## src/rtl/mem_responder.sv

```systemverilog
// Loadable word memory: a host fills it in LOAD, then a CPU reads and writes it in RUN.
// Memory contents survive reset; only the control state and the output registers are cleared.
module mem_responder #(
   parameter int AW = 5,
   parameter int DW = 8
) (
   input  logic          clk,
   input  logic          rst_,
   input  logic [AW-1:0] addr,
   input  logic          mem_rd,
   input  logic          mem_wr,
   input  logic [DW-1:0] data_in,
   output logic [DW-1:0] data_out,
   input  logic          halt,
   input  logic          ld_valid,
   input  logic [AW-1:0] ld_addr,
   input  logic [DW-1:0] ld_data,
   input  logic          ld_last,
   output logic          ld_ready,
   output logic          cpu_en,
   output logic [AW:0]   ld_count,
   output logic          proto_err
);

   typedef enum logic {
      LOAD = 1'b0,
      RUN  = 1'b1
   } state_t;

   localparam logic [AW:0] CNT_MAX = '1;
   localparam logic [AW:0] CNT_ONE = {{AW{1'b0}}, 1'b1};

   state_t        state_q;
   state_t        state_d;
   logic [DW-1:0] mem [2**AW];

   logic in_load;
   logic in_run;
   logic accept_ld;
   logic cpu_rd;
   logic cpu_wr;
   logic err_event;

   assign in_load   = (state_q == LOAD);
   assign in_run    = (state_q == RUN);
   assign accept_ld = in_load && ld_valid;
   // A simultaneous read and write is served as a write only.
   assign cpu_rd    = in_run && mem_rd && !mem_wr;
   assign cpu_wr    = in_run && mem_wr;
   assign err_event = (in_load && (mem_rd || mem_wr)) || (in_run && mem_rd && mem_wr);

   assign ld_ready = in_load;
   assign cpu_en   = in_run;

   // NOTE: state registers use non-blocking (<=) so every flop samples pre-edge values.
   always_ff @(posedge clk or negedge rst_) begin
      if (!rst_) begin
         state_q <= LOAD;
      end else begin
         state_q <= state_d;
      end
   end

   always_comb begin
      // NOTE: defaulting state_d before the case keeps this block free of inferred latches.
      state_d = state_q;
      case (state_q)
         LOAD: if (ld_valid && ld_last) state_d = RUN;
         RUN:  if (halt)                state_d = LOAD;
         default:                       state_d = LOAD;
      endcase
   end

   // NOTE: the memory array has no reset so it maps onto RAM and keeps its contents across rst_.
   always_ff @(posedge clk) begin
      if (accept_ld) begin
         mem[ld_addr] <= ld_data;
      end else if (cpu_wr) begin
         mem[addr] <= data_in;
      end
   end

   always_ff @(posedge clk or negedge rst_) begin
      if (!rst_) begin
         data_out  <= '0;
         ld_count  <= '0;
         proto_err <= 1'b0;
      end else begin
         if (cpu_rd) begin
            data_out <= mem[addr];
         end

         // Halt clears the count; a strobe in the same cycle is still served above.
         if (in_run && halt) begin
            ld_count <= '0;
         end else if (accept_ld && ld_count != CNT_MAX) begin
            ld_count <= ld_count + CNT_ONE;
         end

         if (err_event) begin
            proto_err <= 1'b1;
         end
      end
   end

`ifndef SYNTHESIS
   halt_returns_to_load: assert property (
      @(posedge clk) disable iff (!rst_)
      (cpu_en && halt) |=> (ld_ready && !cpu_en && ld_count == '0)
   );
`endif

endmodule
```

## config.mk

```make
export PLATFORM = sky130hd
export DESIGN_NAME = mem_responder
export DESIGN_NICKNAME = d
export VERILOG_FILES = /design/src/rtl/mem_responder.sv
export SDC_FILE = /design/constraint.sdc
export NUM_CORES = 1
export LEC_CHECK = 0
export ABC_CLOCK_PERIOD_IN_PS = 3200
export CORE_MARGIN = 8
export CORE_UTILIZATION = 50
export DETAILED_ROUTE_END_ITERATION = 12
export HOLD_SLACK_MARGIN = 0.03
export MAX_ROUTING_LAYER = met4
export PLACE_DENSITY_LB_ADDON = 0.08
export SLEW_MARGIN = 20
export SYNTH_ARGS = -nofsm -noshare
export SYNTH_HDL_FRONTEND = slang
export SYNTH_SLANG_ARGS = --single-unit
```

## constraint.sdc

```tcl
create_clock -name clk -period 3.2 [get_ports clk]
set_input_delay 0.64 -clock clk [delete_from_list [all_inputs] [get_ports clk]]
set_output_delay 0.64 -clock clk [all_outputs]
set_load 0.05 [all_outputs]
```

After elaboration in Yosys (flattened, before gate mapping):

Memories as Yosys holds them, arrays and structs flattened. A register that Yosys moved wholly into a read port is not among the register bits.
Index checks and enable logic that the tools add are counted.

* output and inout port bits: 17
* word-level logic and storage cells: 35
* memories kept: 1
* RAM bits: 256
* register bits: 8
* bits in read-only memories: 0
* latch bits: 0

Memories
* mem: depth 32, bits a word 8, read ports 1, clocked after memory_dff 1, write ports 1, line 35 `logic [DW-1:0] mem [2**AW];`

* reductions and logical operators: 15
* muxes and demuxes: 13
* magnitude comparators: 0
* eq/ne operators: 1
* multiply operators: 0
* bitwise operators: 1
* shift-type cells: 0
* div/mod/pow operators: 0
* $add $sub $neg: 1

Operator list (count)
* 6-bit 2-to-1 mux: 2
* 1-bit logical AND: 9
* 1-bit 2-to-1 mux: 8
* 8-bit 2-to-1 mux: 1
* 8-bit OR reduction: 1
* 6-bit by 1-bit adder with 6-bit output (second input constant): 1
* 6-bit inequality test (second input constant): 1
* 5-bit 2-to-1 mux: 1
* 1-bit zero test: 2
* 1-bit logical OR: 2
* 1-bit one-hot mux with 2 select lines: 1
* 2-bit nonzero test: 1
* 1-bit NOT: 1

Logic depth before layout (Yosys ltp):

* depth after elaboration: 6
* mapped depth: 8
* gate-level depth less buffers: 6

Least setup slack after synthesis:

OpenSTA, ideal clock, no wires.

* path kind: register -> register
* start: register state_q, in the netlist cpu_en
* end: memory mem[0][0], enable pin
* arrival: 2.092 ns
* slack: 0.738 ns
* stages on the path, launching flop included: 6
* setup time: 0.370 ns
* cell sequence: dfrtp_1 > nand2_1 > buf_1 > mux2i_1 > nand3_1 > nor2_1

* cells in the longest elaborated chain, start to end: 6
* elaborated cells on any way between the ends: 11
* those cells by class: mux: 7; bitwise: 1; reduce/logical: 3

Ends and longest elaborated chain
* start, declared: line 33 `state_t state_q;`
* start signal, assigned: line 60 `state_q <= state_d;`
* 1-bit logical AND / 1-bit NOT (equally long branches)
* 1-bit 2-to-1 mux / 1-bit logical AND (equally long branches): line 78, 46
* 1-bit 2-to-1 mux: line 76 `if (accept_ld) begin`
* 1-bit 2-to-1 mux (implied by the code): line 79 `mem[addr] <= data_in;`
* 8-bit OR reduction (no source line)
* 5-bit 2-to-1 mux (no source line) / 1-bit 2-to-1 mux (equally long branches)
* end, declared: line 35

Parallel ways exist; a longest one is shown, timed or not.

Worst setup path after layout:

* start: register state_q, in the netlist cpu_en
* end: output port ld_ready

* cells in the longest elaborated chain, start to end: 1

Ends and longest elaborated chain
* 1-bit NOT
* end, declared: line 19 `output logic ld_ready,`

No other way between the ends.

==> metrics.md <==
| Metric | Value |
|---|---|
| Filler cells | `1646` |
| Pwr/cell area | `631 nW/um2` |
| Post-Syn Area per Cell | `17.2 um2` |
| IO buf count | `49` |
| Sequential share of the synthesized area | `0.733` |
| DRT iter0 DRCs | `456` |
| EDFF count, synth | `256` |
| Worst-path clk slew | `0.06 ns` |
| Row Count | `54` |
| Nets | `775` |
| Longest Clk Path Bufs | `3` |
| Met2 WL | `11700 um` |
| Period utilization | `0.856` |
| CP startpoint | `cpu_en` |
| First-pass DRT Iterations | `5` |
| CP Data Required Time | `~2.6 ns` |
| Crit end category | `output port` |
| Unique cell type count in the Yosys netlist | `38` |
| TritonCTS clock tree | `built` |
| Synth-to-layout area growth | `18.5%` |
| CP endpoint | `ld_ready` |
| R2r setup slk | `between 0.8 and 0.9 ns` |
| Most used flip-flop cell after synthesis | `edfxtp_1` |
| Final min period | `2.74 ns` |
| Vias/cell | `5.73` |
| Die span in x | `165 um` |
| Commonest non-fill, non-tap cell in the layout | `edfxtp_1` |
| Worst R2R Path Depth | `6` |
| Gate Count Post-Synth | `640` |
| Synth top area share | `0.697` |
| Antenna violations before repair | `0` |
| Tot GR Track Use | `0.188` |
| Syn_nets | `just under 700` |
| Final slew viol count | `0` |
| Worst reg2reg path startpoint | `cpu_en` |
| Post-Route Skew | `0.00793 ns` |
| Cell Area, Synth | `11000 um2` |
| Residual DRC | `0` |
| WL/cell | `23.5 um` |
| Worst-skew pair later-pin latency | `0.53 ns` |
| Setup TNS | `0 ns` |
| Cell taking the most area after synthesis | `edfxtp_1` |
| Setup crit start kind | `flip-flop` |
| Root Driver | `clkbuf_16` |
| Slew headroom | `0.442` |
| GRT overflow | `0` |
| Post-synth ARST share | `0.0588` |
| Post_cts resized | `0` |
| Status | `complete, no violations` |
| Hold/Removal Path Class | `flip-flop to flip-flop` |
| Max_cap viols | `0` |
| Crit path max fanout | `8` |
| DP HPWL | `16600 um` |
| # setup viols final | `0` |
| Max VDD drop | `approximately 400 uV` |
| Leak Pwr | `around 4.7 nW` |
| RSZ-0062 raised after global routing | `no` |
| RePlAce Congestion | `0.805` |
| Routed met1 length | `11200 um` |
| # IOs | `50` |
| Clock sink count | `272` |
| Met3 wire length | `between 1000 and 1500 um` |
| Hold Slack | `0.500 ns` |
| Kind of critical path | `flip-flop to output port` |
| Antenna-violating nets left | `0` |
| Post-CTS setup repair buffer count | `0` |
| Worst slew pin tran | `0.834 ns` |
| FF+latch count, synth | `272` |
| Synth Warn # | `0` |
| Crit Reg-Reg Endpoint | `mem[26][6]` |
| Die ar. | `27100 um2` |
| Final wirelength | `24500 um` |
| Final hold vios | `0` |
| First-pass GRT wire length | `37400 um` |
| Vias in the first global route | `6223` |
| Pin count of the biggest net entering global routing | `37` |
| Hold-fix buffers, CTS | `0` |
| N_diodes | `0` |
| Core area | `21800 um2` |
| Fmax | `365 MHz` |
| CTS Buf Count | `28` |
| Worst endpoint data arrival time | `2.10 ns` |
| Most frequent cells in the layout | `edfxtp_1, mux2i_1, clkdlybuf4s50_1, buf_4, nor2_1` |
| Largest cells by area after synthesis | `edfxtp_1, mux2i_1, dfrtp_1` |
| Max layer used | `met4` |
| Vias | `5972` |
| Die H | `between 150 and 200 um` |
| Initial Util | `0.507` |
| H-tree depth | `1` |
| Layout cells sized above 1 | `0.161` |
==> logic make-up (layout without fill, tap and decap cells) <==
group / Yosys count / after routing / synth area share
DFF: 272 / 272 / 0.733
buffers and inverters: 39 / 162 / 0.0254
AOI/OAI and AO/OA: 104 / 104 / 0.0770
and+or+nand+nor: 78 / 78 / 0.0305
adders and majority gates: 2 / 2 / 0.00204
muxes: 141 / 141 / 0.129
xor gates and xnor gates: 4 / 4 / 0.00318
==> power breakdown <==
part / total (mW) / switching [mW] / internal (mW)
Combinational: 0.916 / 0.584 / 0.331
Clock: 3.24 / 1.29 / 1.96
Sequential: 4.08 / 0.0629 / 4.02
Total: 8.24 / 1.93 / 6.31
==> worst min path at each step <==
stage,start,to,slack [ns],depth (start not counted)
finish,proto_err,proto_err,0.50,1
global route,proto_err,proto_err,0.53,1
CTS,proto_err,proto_err,0.50,1
detailed placement,proto_err,proto_err,0.47,1
global placement,proto_err,proto_err,0.46,1
floorplan,rst_,cpu_en,0.34,0
==> routing by layer <==
metal,up-vias,GRT usage
met5,-,-
met4,0,0.0495
met3,32,0.0249
met2,178,0.297
met1,3012,0.256
li1,2750,-
==> cells in the mapped netlist (6+ instances only) <==
cell type and n:
o41ai_2 6, a22oi_1 32, a22o_1 16, mux2i_1 132, o22ai_1 8, nor2_1 41
a221oi_1 16, buf_1 7, buf_4 6, nand2_1 19, buf_6 6, dfrtp_1 16
clkbuf_1 6, a21oi_1 17, mux2_2 9, edfxtp_1 256
==> critical path, cell delays in order, from the launching register on <==
cell and delay [ns]:
dfrtp_1 0.52, inv_1 0.22, clkdlybuf4s50_1 0.84
==> sequential cells by signal (all words and copies together) (netlist names) <==
name / flops
cpu_en: 1
data_out: 8
ld_count: 6
mem: 256
proto_err: 1
==> cell type report <==
| type | instances | area [um2] | area share |
|---|---|---|---|
| timing repair buffer | 105 | 1010 | 0.0774 |
| clock buffer | 30 | 729 | 0.0558 |
| sequential | 272 | 8090 | 0.619 |
| tap | 280 | 350 | 0.0268 |
| multi-input combinational | 329 | 2670 | 0.204 |
| clock inverter | 22 | 203 | 0.0155 |
| inverter | 5 | 18.8 | 0.00144 |
==> per-stage QoR <==
stage | area [um2] | util | std cells | setup slack, ns | total power [mW]
2_1_floorplan | 11000 | - | 640 | 0.738 | 4.70
3_3_place_gp | 12100 | 0.558 | 991 | 0.283 | 5.06
3_5_place_dp | 12100 | 0.558 | 991 | 0.207 | 5.08
4_1_cts | 13100 | 0.601 | 1043 | 0.434 | 8.32
5_1_grt | 13100 | 0.601 | 1043 | 0.380 | 8.51
6_report | 13100 | 0.601 | 1043 | 0.461 | 8.24
Note: power is estimated with default switching activity, not from simulation.
